**src/rtl/snn_pkg.sv**
```systemverilog
// Shared SNN datapath constants, used by the spike buffer, the weight SRAM
// wrapper and the synaptic accumulator.
package snn_pkg;

   localparam int N_PRE  = 24;   // spike bits (synapses) per row
   localparam int N_ROW  = 24;   // rows per post neuron
   localparam int N_NRN  = 18;   // post neurons per frame
   localparam int W_W    = 8;    // signed weight width
   localparam int ACC_W  = 18;   // signed accumulator / current width
   localparam int ADDR_W = 9;    // weight SRAM address width
   localparam int CNT_W  = 5;    // row / neuron counter width
   localparam int NRN_W  = 5;    // neuron index width on the output

   typedef logic signed [ACC_W-1:0] acc_t;
   typedef logic [N_PRE*W_W-1:0]    w_row_t;

   // Sign-extend one weight to the accumulator width.
   function automatic acc_t sext_w(input logic [W_W-1:0] w);
      return acc_t'({{(ACC_W-W_W){w[W_W-1]}}, w});
   endfunction

endpackage

```
**src/rtl/syn_accum_if.sv**
```systemverilog
// Spike-row input, weight SRAM read port and current output of syn_accum.
interface syn_accum_if;
   import snn_pkg::*;

   logic                    i_clear;
   logic [N_PRE-1:0]        i_spike_bundle;
   logic                    i_valid;
   logic                    o_w_rd_en;
   logic [ADDR_W-1:0]       o_w_addr;
   w_row_t                  i_w_data;
   logic [ACC_W-1:0]        o_current;
   logic                    o_cur_valid;
   logic [NRN_W-1:0]        o_nrn_idx;
   logic                    o_done;

   // Upstream / SRAM / neuron-update side.
   modport master (
      output i_clear, i_spike_bundle, i_valid, i_w_data,
      input  o_w_rd_en, o_w_addr, o_current, o_cur_valid, o_nrn_idx, o_done
   );

   // Accumulator side.
   modport slave (
      input  i_clear, i_spike_bundle, i_valid, i_w_data,
      output o_w_rd_en, o_w_addr, o_current, o_cur_valid, o_nrn_idx, o_done
   );

endinterface

```
**src/rtl/syn_row_sum.sv**
```systemverilog
// Masked signed adder tree: sums the weights of one row whose spike bit is set.
// The result is registered; an idle cycle registers zero.
module syn_row_sum
   import snn_pkg::*;
(
   input  logic             clk,
   input  logic             reset_n,
   input  logic             clear,
   input  logic             en,
   input  logic [N_PRE-1:0] spike,
   input  w_row_t           w_row,
   output acc_t             sum_q
);

   acc_t sum_d;

   // Sum of sign-extended weights gated by their spike bits.
   always_comb begin
      sum_d = '0;
      for (int k = 0; k < N_PRE; k++) begin
         if (spike[k]) begin
            sum_d = sum_d + sext_w(w_row[k*W_W +: W_W]);
         end
      end
   end

   // Register the row sum.
   always_ff @(posedge clk or negedge reset_n) begin
      if (!reset_n) begin
         sum_q <= '0;
      end else if (clear) begin
         sum_q <= '0;
      end else begin
         sum_q <= en ? sum_d : '0;
      end
   end

endmodule

```
**src/rtl/syn_accum.sv**
```systemverilog
// Synaptic accumulator: walks the spike rows of a frame, reads the matching
// weight rows, and accumulates 24 masked row sums into one signed current per
// post neuron. Row/neuron tags ride the pipeline so neurons can follow each
// other (and a new frame can start) while the previous neuron still drains.
module syn_accum
   import snn_pkg::*;
(
   input  logic        clk,
   input  logic        reset_n,
   syn_accum_if.slave  bus
);

   logic [CNT_W-1:0]  row_cnt;
   logic [CNT_W-1:0]  nrn_cnt;
   logic              row_last;
   logic              nrn_last;

   logic              s1_valid;
   logic [N_PRE-1:0]  s1_spike;
   logic              s1_first;
   logic              s1_last;
   logic [NRN_W-1:0]  s1_nrn;

   logic              s2_valid;
   logic              s2_first;
   logic              s2_last;
   logic [NRN_W-1:0]  s2_nrn;
   acc_t              sum_q;

   acc_t              acc;
   acc_t              acc_next;
   acc_t              cur_q;
   logic              cur_valid_q;
   logic [NRN_W-1:0]  nrn_idx_q;
   logic              done_q;

   assign row_last = (row_cnt == CNT_W'(N_ROW-1));
   assign nrn_last = (nrn_cnt == CNT_W'(N_NRN-1));

   // Row and neuron counters, stepped only by accepted spike rows.
   always_ff @(posedge clk or negedge reset_n) begin
      if (!reset_n) begin
         row_cnt <= '0;
         nrn_cnt <= '0;
      end else if (bus.i_clear) begin
         row_cnt <= '0;
         nrn_cnt <= '0;
      end else if (bus.i_valid) begin
         if (row_last) begin
            row_cnt <= '0;
            nrn_cnt <= nrn_last ? '0 : nrn_cnt + CNT_W'(1);
         end else begin
            row_cnt <= row_cnt + CNT_W'(1);
         end
      end
   end

   assign bus.o_w_rd_en = bus.i_valid & ~bus.i_clear;
   assign bus.o_w_addr  = ADDR_W'(nrn_cnt) * ADDR_W'(N_ROW) + ADDR_W'(row_cnt);

   // Stage 1: spikes and tags, aligned with the weight row returned by the SRAM.
   always_ff @(posedge clk or negedge reset_n) begin
      if (!reset_n) begin
         s1_valid <= 1'b0;
         s1_spike <= '0;
         s1_first <= 1'b0;
         s1_last  <= 1'b0;
         s1_nrn   <= '0;
      end else if (bus.i_clear) begin
         s1_valid <= 1'b0;
         s1_spike <= '0;
         s1_first <= 1'b0;
         s1_last  <= 1'b0;
         s1_nrn   <= '0;
      end else begin
         s1_valid <= bus.i_valid;
         s1_spike <= bus.i_spike_bundle;
         s1_first <= (row_cnt == '0);
         s1_last  <= row_last;
         s1_nrn   <= NRN_W'(nrn_cnt);
      end
   end

   syn_row_sum u_row_sum (
      .clk     (clk),
      .reset_n (reset_n),
      .clear   (bus.i_clear),
      .en      (s1_valid),
      .spike   (s1_spike),
      .w_row   (bus.i_w_data),
      .sum_q   (sum_q)
   );

   // Stage 2: tags follow the registered row sum.
   always_ff @(posedge clk or negedge reset_n) begin
      if (!reset_n) begin
         s2_valid <= 1'b0;
         s2_first <= 1'b0;
         s2_last  <= 1'b0;
         s2_nrn   <= '0;
      end else if (bus.i_clear) begin
         s2_valid <= 1'b0;
         s2_first <= 1'b0;
         s2_last  <= 1'b0;
         s2_nrn   <= '0;
      end else begin
         s2_valid <= s1_valid;
         s2_first <= s1_first;
         s2_last  <= s1_last;
         s2_nrn   <= s1_nrn;
      end
   end

   // First row restarts the sum so the previous neuron leaves no residue.
   always_comb begin
      acc_next = (s2_first ? acc_t'(0) : acc) + sum_q;
   end

   // Stage 3: accumulate and publish the finished current on the last row.
   always_ff @(posedge clk or negedge reset_n) begin
      if (!reset_n) begin
         acc         <= '0;
         cur_q       <= '0;
         cur_valid_q <= 1'b0;
         nrn_idx_q   <= '0;
         done_q      <= 1'b0;
      end else if (bus.i_clear) begin
         acc         <= '0;
         cur_q       <= '0;
         cur_valid_q <= 1'b0;
         nrn_idx_q   <= '0;
         done_q      <= 1'b0;
      end else begin
         cur_valid_q <= 1'b0;
         done_q      <= 1'b0;
         if (s2_valid) begin
            acc <= acc_next;
            if (s2_last) begin
               cur_q       <= acc_next;
               cur_valid_q <= 1'b1;
               nrn_idx_q   <= s2_nrn;
               done_q      <= (s2_nrn == NRN_W'(N_NRN-1));
            end
         end
      end
   end

   assign bus.o_current   = cur_q;
   assign bus.o_cur_valid = cur_valid_q;
   assign bus.o_nrn_idx   = nrn_idx_q;
   assign bus.o_done      = done_q;

endmodule
```
**src/flat_wrapper.sv**
```systemverilog
// flat-port wrapper written by rule: the top's interface ports become plain ports
module syn_accum_flat import snn_pkg::*;
  (clk, reset_n, bus_i_clear, bus_i_spike_bundle, bus_i_valid, bus_i_w_data, bus_o_w_rd_en, bus_o_w_addr, bus_o_current, bus_o_cur_valid, bus_o_nrn_idx, bus_o_done);
  syn_accum_if bus_i ();
  input  logic clk;
  input  logic reset_n;
  input wire logic [$bits(bus_i.i_clear)-1:0] bus_i_clear;
  input wire logic [$bits(bus_i.i_spike_bundle)-1:0] bus_i_spike_bundle;
  input wire logic [$bits(bus_i.i_valid)-1:0] bus_i_valid;
  input wire logic [$bits(bus_i.i_w_data)-1:0] bus_i_w_data;
  output wire logic [$bits(bus_i.o_w_rd_en)-1:0] bus_o_w_rd_en;
  output wire logic [$bits(bus_i.o_w_addr)-1:0] bus_o_w_addr;
  output wire logic [$bits(bus_i.o_current)-1:0] bus_o_current;
  output wire logic [$bits(bus_i.o_cur_valid)-1:0] bus_o_cur_valid;
  output wire logic [$bits(bus_i.o_nrn_idx)-1:0] bus_o_nrn_idx;
  output wire logic [$bits(bus_i.o_done)-1:0] bus_o_done;
  assign bus_i.i_clear = bus_i_clear;
  assign bus_i.i_spike_bundle = bus_i_spike_bundle;
  assign bus_i.i_valid = bus_i_valid;
  assign bus_i.i_w_data = bus_i_w_data;
  assign bus_o_w_rd_en = bus_i.o_w_rd_en;
  assign bus_o_w_addr = bus_i.o_w_addr;
  assign bus_o_current = bus_i.o_current;
  assign bus_o_cur_valid = bus_i.o_cur_valid;
  assign bus_o_nrn_idx = bus_i.o_nrn_idx;
  assign bus_o_done = bus_i.o_done;
  syn_accum u_core (.clk(clk), .reset_n(reset_n), .bus(bus_i));
endmodule
```
**config.mk**
```make
export PLATFORM = sky130hd
export DESIGN_NAME = syn_accum_flat
export DESIGN_NICKNAME = d
export VERILOG_FILES = /design/src/rtl/snn_pkg.sv /design/src/rtl/syn_accum_if.sv /design/src/rtl/syn_row_sum.sv /design/src/rtl/syn_accum.sv /design/src/flat_wrapper.sv
export SDC_FILE = /design/constraint.sdc
export NUM_CORES = 1
export LEC_CHECK = 0
export ABC_AREA = 1
export CORE_MARGIN = 10
export CORE_UTILIZATION = 25
export CTS_BUF_LIST = sky130_fd_sc_hd__clkbuf_4 sky130_fd_sc_hd__clkbuf_8
export DETAILED_ROUTE_END_ITERATION = 6
export GPL_TIMING_DRIVEN = 0
export PLACE_DENSITY_LB_ADDON = 0.08
export SLEW_MARGIN = 0
export SYNTH_ARGS = -nofsm -noshare
export SYNTH_HDL_FRONTEND = slang
export SYNTH_SLANG_ARGS = --single-unit
```
**constraint.sdc**
```tcl
create_clock -name clk -period 64.2 [get_ports clk]
set_input_delay 6.42 -clock clk [delete_from_list [all_inputs] [get_ports clk]]
set_output_delay 6.42 -clock clk [all_outputs]
set_load 0.05 [all_outputs]
```
==> results of run 1 <==
==> worst reg2reg max path, delay by kind of cell, from the launching register on <==
family	cells	cell delay, ns
xor gates and xnor gates	8	1.16
buffers and inverters	24	1.67
AOI/OAI and AO/OA	18	3.72
adders and majority gates	24	7.57
and+or+nand+nor	86	10.30
DFF	1	0.34
==> worst max-delay path by stage <==
stage,cells after the start,from,end
6_report,160,bus_i_w_data[0],u_core.u_row_sum.sum_q[17]
5_1_grt,162,bus_i_w_data[0],u_core.u_row_sum.sum_q[17]
4_1_cts,160,bus_i_w_data[0],u_core.u_row_sum.sum_q[17]
3_5_place_dp,160,bus_i_w_data[0],u_core.u_row_sum.sum_q[17]
3_3_place_gp,157,bus_i_w_data[0],u_core.u_row_sum.sum_q[17]
2_1_floorplan,155,bus_i_w_data[0],u_core.u_row_sum.sum_q[17]
==> registers in the layout, summed over array words and instances (netlist names), 5 cells and up <==
register / cells
u_core.acc: 18
u_core.bus.o_current: 18
u_core.bus.o_nrn_idx: 5
u_core.nrn_cnt: 5
u_core.row_cnt: 5
u_core.s1_nrn: 5
u_core.s1_spike: 24
u_core.s2_nrn: 5
u_core.u_row_sum.sum_q: 18
==> per-stage QoR <==
| stage | utilization | power, W | area [sq um] | hold WS, ns |
|---|---|---|---|---|
| after global placement | 0.292 | 0.000946 | 32900 | 0.447 |
| after floorplan | - | 0.000747 | 28500 | 0.434 |
| final | 0.294 | 0.000989 | 33100 | 0.474 |
| after CTS | 0.294 | 0.00100 | 33100 | 0.472 |
| after detailed placement | 0.292 | 0.000944 | 32900 | 0.447 |
| after global routing | 0.294 | 0.00114 | 33100 | 0.496 |
==> layout by cell type, fill, tap and decap left out, drive strengths merged, types with 22 or more instances in the layout <==
cell / n
buf: 51
nand2: 1271
a21oi: 357
nand3: 576
clkbuf: 44
fa: 28
xnor2: 57
inv: 755
dfrtp: 111
a21o: 22
nor3: 38
or2: 92
nor2: 316
o21bai: 34
o21ai: 268
and2: 123
xor2: 112
ha: 426
clkdlybuf4s50: 253
==> cells by family (layout without fill, tap and decap cells) <==
| group | count (synthesis) | after routing |
|---|---|---|
| and+or+nand+nor | 2452 | 2452 |
| buffers and inverters | 842 | 1113 |
| AOI/OAI and AO/OA | 743 | 743 |
| adders and majority gates | 454 | 454 |
| xor gates and xnor gates | 169 | 169 |
| DFF | 111 | 111 |
| other | 0 | 3 |
==> metal layers <==
layer / vias up / global-route usage
met2: 292 / 0.266
li1: 16035 / -
met4: 6 / 0.0109
met1: 12226 / 0.201
met5: - / 0
met3: 24 / 0.0174
==> area by class of cell <==
class	count	area, sq um	area share
diodes	3	7.51	0.000227
inverters	755	2840	0.0856
flip-flops and latches	111	2780	0.0839
multi-input cells	3818	22400	0.676
clock inverters	6	58.8	0.00178
plain buffers	87	480	0.0145
well taps	1500	1880	0.0567
repair buffers	255	2570	0.0776
clock buffers	10	138	0.00415
==> where the power goes <==
group	total, W	internal [W]	switching, W	leakage (nW)
logic	0.000861	0.000339	0.000521	16.5
registers	0.0000760	0.0000732	0.00000284	1.51
clock network	0.0000523	0.0000164	0.0000358	0.0993
==> results.ini, run 1 <==
[timing]
finalCritPeriodShare = 0.481
relSlewSlack = 0.291
worst_pin_slew_ns = 1.06
finClkSkew_ns = 0.0645
slew_viol_final = 0
timing.final.crit_period_ns = 30.85
hold_viol_final = 0
final.setup.worst_slack_ns = 33.35
max_freq_mhz = 32.4
rsz0062_at_grt = no
fin_setup_tns_ns = 0
setup_violations = 0

[floorplan]
rows = 123
start_util = 0.252
die_y_um = 357
pin_count = 255
core_area_sq_mm = 0.113
chipWidth_um = 357
die_area_sq_mm = 0.128

[logic_synthesis]
yosys.cell_count.top_type = nand2_1
syn_nets = 5445
yosys.area_share.adder = 0.207
synth-main-ff-cell = dfrtp_1
synth_top_family_by_area = simple AND/OR/NAND/NOR gates
syn-instance-count = 4771
synth_area_per_cell_sq_um = 5.97
synthArstFlopShare = 1.00
netlist_area_sq_mm = 0.0285
yosys.area.top_type = ha_1
synth_common_cells = 1252 x nand2_1, 743 x inv_1, 547 x nand3_1, 426 x ha_1, 347 x a21oi_1
synthMuxAreaShare = 0
seq_area_frac_synth = 0.0976
synth_compound_area_frac = 0.146
yosysUniqueCellTypes = 67
synth_xor_xnor_area_share = 0.0522
synthDominantCellAreaShare = 0.187
yosysWarnings = 0
ys_ff_latch = 111
yosys.area_share.simple = 0.380
synthTopCellsByArea = ha_1 19%, nand2_1 17%, inv_1 9.8%
synth-edff-count = 0

[drt]
met1_length_mm = 48.4
vias_per_cell = 4.37
route.met3.wl_mm = 2.93
dr_wl_met2_mm = 46.4
antenna_left = 0
drt-initial-drc-count = 1143
wire_per_inst_um = 15.0
drt-total-wl_mm = 98.2
drt_drc_violations_left = 12
first_pass_iters = 7
dr_total_vias = 28583
top_layer = met5

[setup_path]
timing.rr.start = u_core.s1_spike[0]
criticalPathCategory = primary input to flop
reg2reg_depth = 160
worst_path_largest_cell_delay_ns = 0.50
critical-path-slowest-cell = a2111oi_0
worst_ep_required_time_ns = 64.50
crit_fanout = 5
critPathLaunchType = primary input
crit_top_cell = nand2_1
critical_path.endpoint_type = flop
r2r_end = u_core.u_row_sum.sum_q[17]
rrSetupSlack_ns = 39.25
cp_num_buf_inv = 24
cp_data_arrival_time_ns = 31.15
cp_top_family = simple AND/OR/NAND/NOR gates

[cts]
clkLatencyLatePin_ns = 0.49
cts-buffers-inserted = 9
clkTransAtPathRegs_ns = 0.12
htree_levels = 3
cts_tree = built
cts_sinks = 111
clockBufferDepth = 2
cts_resized = 0
cts_root_buffer = clkbuf_8
post_cts_buffers = 0
hold_buffers = 0

[power_and_ir_drop]
ir_worst_vdd_uv = 11.8
p_leak_nw = 18.1
p_per_area_mw_per_mm2 = 29.9

[final_layout]
drive_above_1_share = 0.0500
finalNonFillerCells = 6545
nets = 5711
syn2layout_area_growth_pct = 16.3
nFillCells = 12842

[worst_hold_path]
hold_class = flop to flop
holdPathStages = 2
holdPathEnd = u_core.s2_nrn[3]
holdCritStartpoint = u_core.s1_nrn[3]

[grt]
grt_max_degree = 67
globalRouteOverflowTotal = 0
grt_pass1_wl_mm = 155
grtUsageTotal = 0.150
first_global_vias = 28404
antenna_found_initial = 10

[status]
violations = DRC
outcome = finished with violations

[placed_design]
gp_congestion = 0.863
port_buffers = 254
pre_cts_ws_ns = 32.78
dp_cells = 6526
dp_hpwl_mm = 87.4

[job]
max_cap_violations = 0

(Power assumes the default switching activity.)
==> inputs of run 2 (changes only) <==
- clock period: 64.2 -> 26.8 ns (I/O delays scaled with it)
==> results.ini, run 2 (synthesized netlist as in run 1, its figures left out) <==
[status]
outcome = finished, final reports clean

[floorplan]
chipWidth_um = 357  ; unchanged
die_y_um = 357  ; unchanged
core_area_sq_mm = 0.113  ; unchanged
start_util = 0.252  ; unchanged
pin_count = 255  ; unchanged
die_area_sq_mm = 0.128  ; unchanged
rows = 123  ; unchanged

[final_layout]
drive_above_1_share = 0.101  ; +0.0507
layout_common_cells = 1224 x nand2_1, 740 x inv_1, 540 x nand3_1
largest_reg_flops = 24  ; unchanged
final_area_sq_mm = 0.0349  ; +5.4%
syn2layout_area_growth_pct = 22.6
nFillCells = 12679  ; -1.3%
top_register = u_core.s1_spike
final_common_cell = nand2_1
post-route-util = 0.310  ; +0.0159
nets = 5733  ; +0.39%

[placed_design]
placed_cell_area_sq_mm = 0.0329  ; unchanged
gp_congestion = 0.863  ; unchanged
port_buffers = 254  ; unchanged
dp_hpwl_mm = 87.4  ; unchanged
pre_cts_ws_ns = -0.883  ; -33.66 ns

[setup_path]
crit_top_cell = nand2_1
cp_data_arrival_time_ns = 25.38  ; -5.77 ns
rrSetupSlack_ns = 3.84  ; -35.41 ns
criticalPathCategory = primary input to flop
timing.rr.start = u_core.s1_spike[0]
critPathLaunchType = primary input
worst_path_largest_cell_delay_ns = 0.48  ; -0.02 ns
critical_path.endpoint_type = flop
worst_ep_required_time_ns = 27.11  ; -37.39 ns
startpoint = bus_i_w_data[0]
critical-path-slowest-cell = fa_1
crit_fanout = 6  ; +1

[worst_hold_path]
hold_class = flop to flop
holdCritStartpoint = u_core.s1_nrn[3]

[power_and_ir_drop]
p_per_area_mw_per_mm2 = 72.9  ; +140%
swShare = 0.557  ; -0.00923
ir_worst_vdd_uv = 28.3  ; +140%
pwr-share-seq = 0.072  ; -0.005
p_leak_nw = 18.4  ; +1.4%
combPwrFrac = 0.879  ; +0.009
power.clock.fraction = 0.050  ; -0.003
internal_power_w = 0.00113  ; +160%
switchingPower_w = 0.00142  ; +150%

[cts]
clkTransAtPathRegs_ns = 0.12  ; about the same
cts-buffers-inserted = 9  ; unchanged
cts_sinks = 111  ; unchanged
clockBufferDepth = 2  ; unchanged
clkLatencyLatePin_ns = 0.49  ; about the same
htree_levels = 3  ; unchanged
cts_root_buffer = clkbuf_8
cts_tree = built

[grt]
grt_max_degree = 67  ; unchanged
grt_pass1_wl_mm = 155  ; about the same
grtUsageTotal = 0.150  ; about the same
globalRouteOverflowTotal = 0  ; unchanged
antenna_found_initial = 10  ; unchanged
first_global_vias = 28415  ; +0.039%

[timing]
hold_viol_final = 0  ; unchanged
worst_pin_slew_ns = 1.05  ; -0.0122 ns
timing.final.crit_period_ns = 25.07
setup_violations = 0  ; unchanged
relSlewSlack = 0.300  ; +0.00812
finalCritPeriodShare = 0.936
max_freq_mhz = 39.9
final.setup.worst_slack_ns = 1.73  ; -31.62 ns
finClkSkew_ns = 0.0630  ; -0.00157 ns
slew_viol_final = 0  ; unchanged

[drt]
drt-total-wl_mm = 99.6  ; +1.4%
first_pass_iters = 5  ; -2
drt-initial-drc-count = 1181  ; +3.3%
dr_total_vias = 28935  ; +1.2%
vias_per_cell = 4.40  ; +0.85%
wire_per_inst_um = 15.2  ; +1.0%
drt_drc_violations_left = 0  ; -12
antenna_left = 0  ; unchanged

[job]
max_cap_violations = 0  ; unchanged

-- run 2: power by group through the flow --
stage / Clock, W / Combinational [W] / Sequential (W)
floorplan: 0 / 0.00160 / 0.000186
global placement: 0 / 0.00208 / 0.000186
detailed placement: 0 / 0.00207 / 0.000186
CTS: 0.000134 / 0.00209 / 0.000182
global route: 0.000140 / 0.00258 / 0.000183
finish: 0.000126 / 0.00224 / 0.000182
-- run 2: repair_timing --
item                                    in CTS  in global routing
setup buffers                                0                 22
hold buffers                                 0                  0
endpoints found under the hold margin        0                  0
gates resized for setup                      7                317
gates cloned                                 0                  0
pin swaps                                    0                 56
endpoints found under the setup margin       1                  7
-- run 2: layout make-up --
class	count	area, sq um	area share
antenna	6	15.0	0.000430
inverter	755	2840	0.0812
clock buffer	10	138	0.00394
timing repair buffer	277	2740	0.0784
sequential	111	2780	0.0796
tap	1500	1880	0.0538
buffer	87	480	0.0138
multi-input combinational	3818	24000	0.687
clock inverter	6	58.8	0.00168
-- run 2: worst paths after layout --
check,cells past startpoint,to
max in group asynchronous,2,u_core.u_row_sum.sum_q[10]
setup reg to reg,156,u_core.u_row_sum.sum_q[17]
setup / recovery,146,u_core.u_row_sum.sum_q[17]
min in group asynchronous,1,u_core.s1_spike[15]
hold reg to reg,2,u_core.s2_nrn[3]
hold / removal,2,u_core.s2_nrn[3]
-- run 2: per-layer routing --
layer,track usage,wire length (um)
met1,0.201,48900
met2,0.266,47200
met3,0.0174,2830
met4,0.0109,587
met5,0,36
-- run 2: per-stage QoR --
| step | total power (W) | hold WS (ns) | TNS, ns | cells |
|---|---|---|---|---|
| after floorplan | 0.00179 | 0.434 | 0 | 4771 |
| after global placement | 0.00227 | 0.447 | -1.70 | 6525 |
| after detailed placement | 0.00226 | 0.447 | -1.45 | 6526 |
| after CTS | 0.00241 | 0.472 | 0 | 6542 |
| after global routing | 0.00290 | 0.496 | -0.0935 | 6565 |
| final | 0.00254 | 0.472 | 0 | 6570 |
-- run 2: critical path, delay by kind of cell --
kind / cells / cell delay [ns]
adders and majority gates: 24 / 7.41
and+or+nand+nor: 70 / 8.76
xor gates and xnor gates: 7 / 1.08
buffers and inverters: 22 / 1.70
AOI/OAI and AO/OA: 23 / 3.70
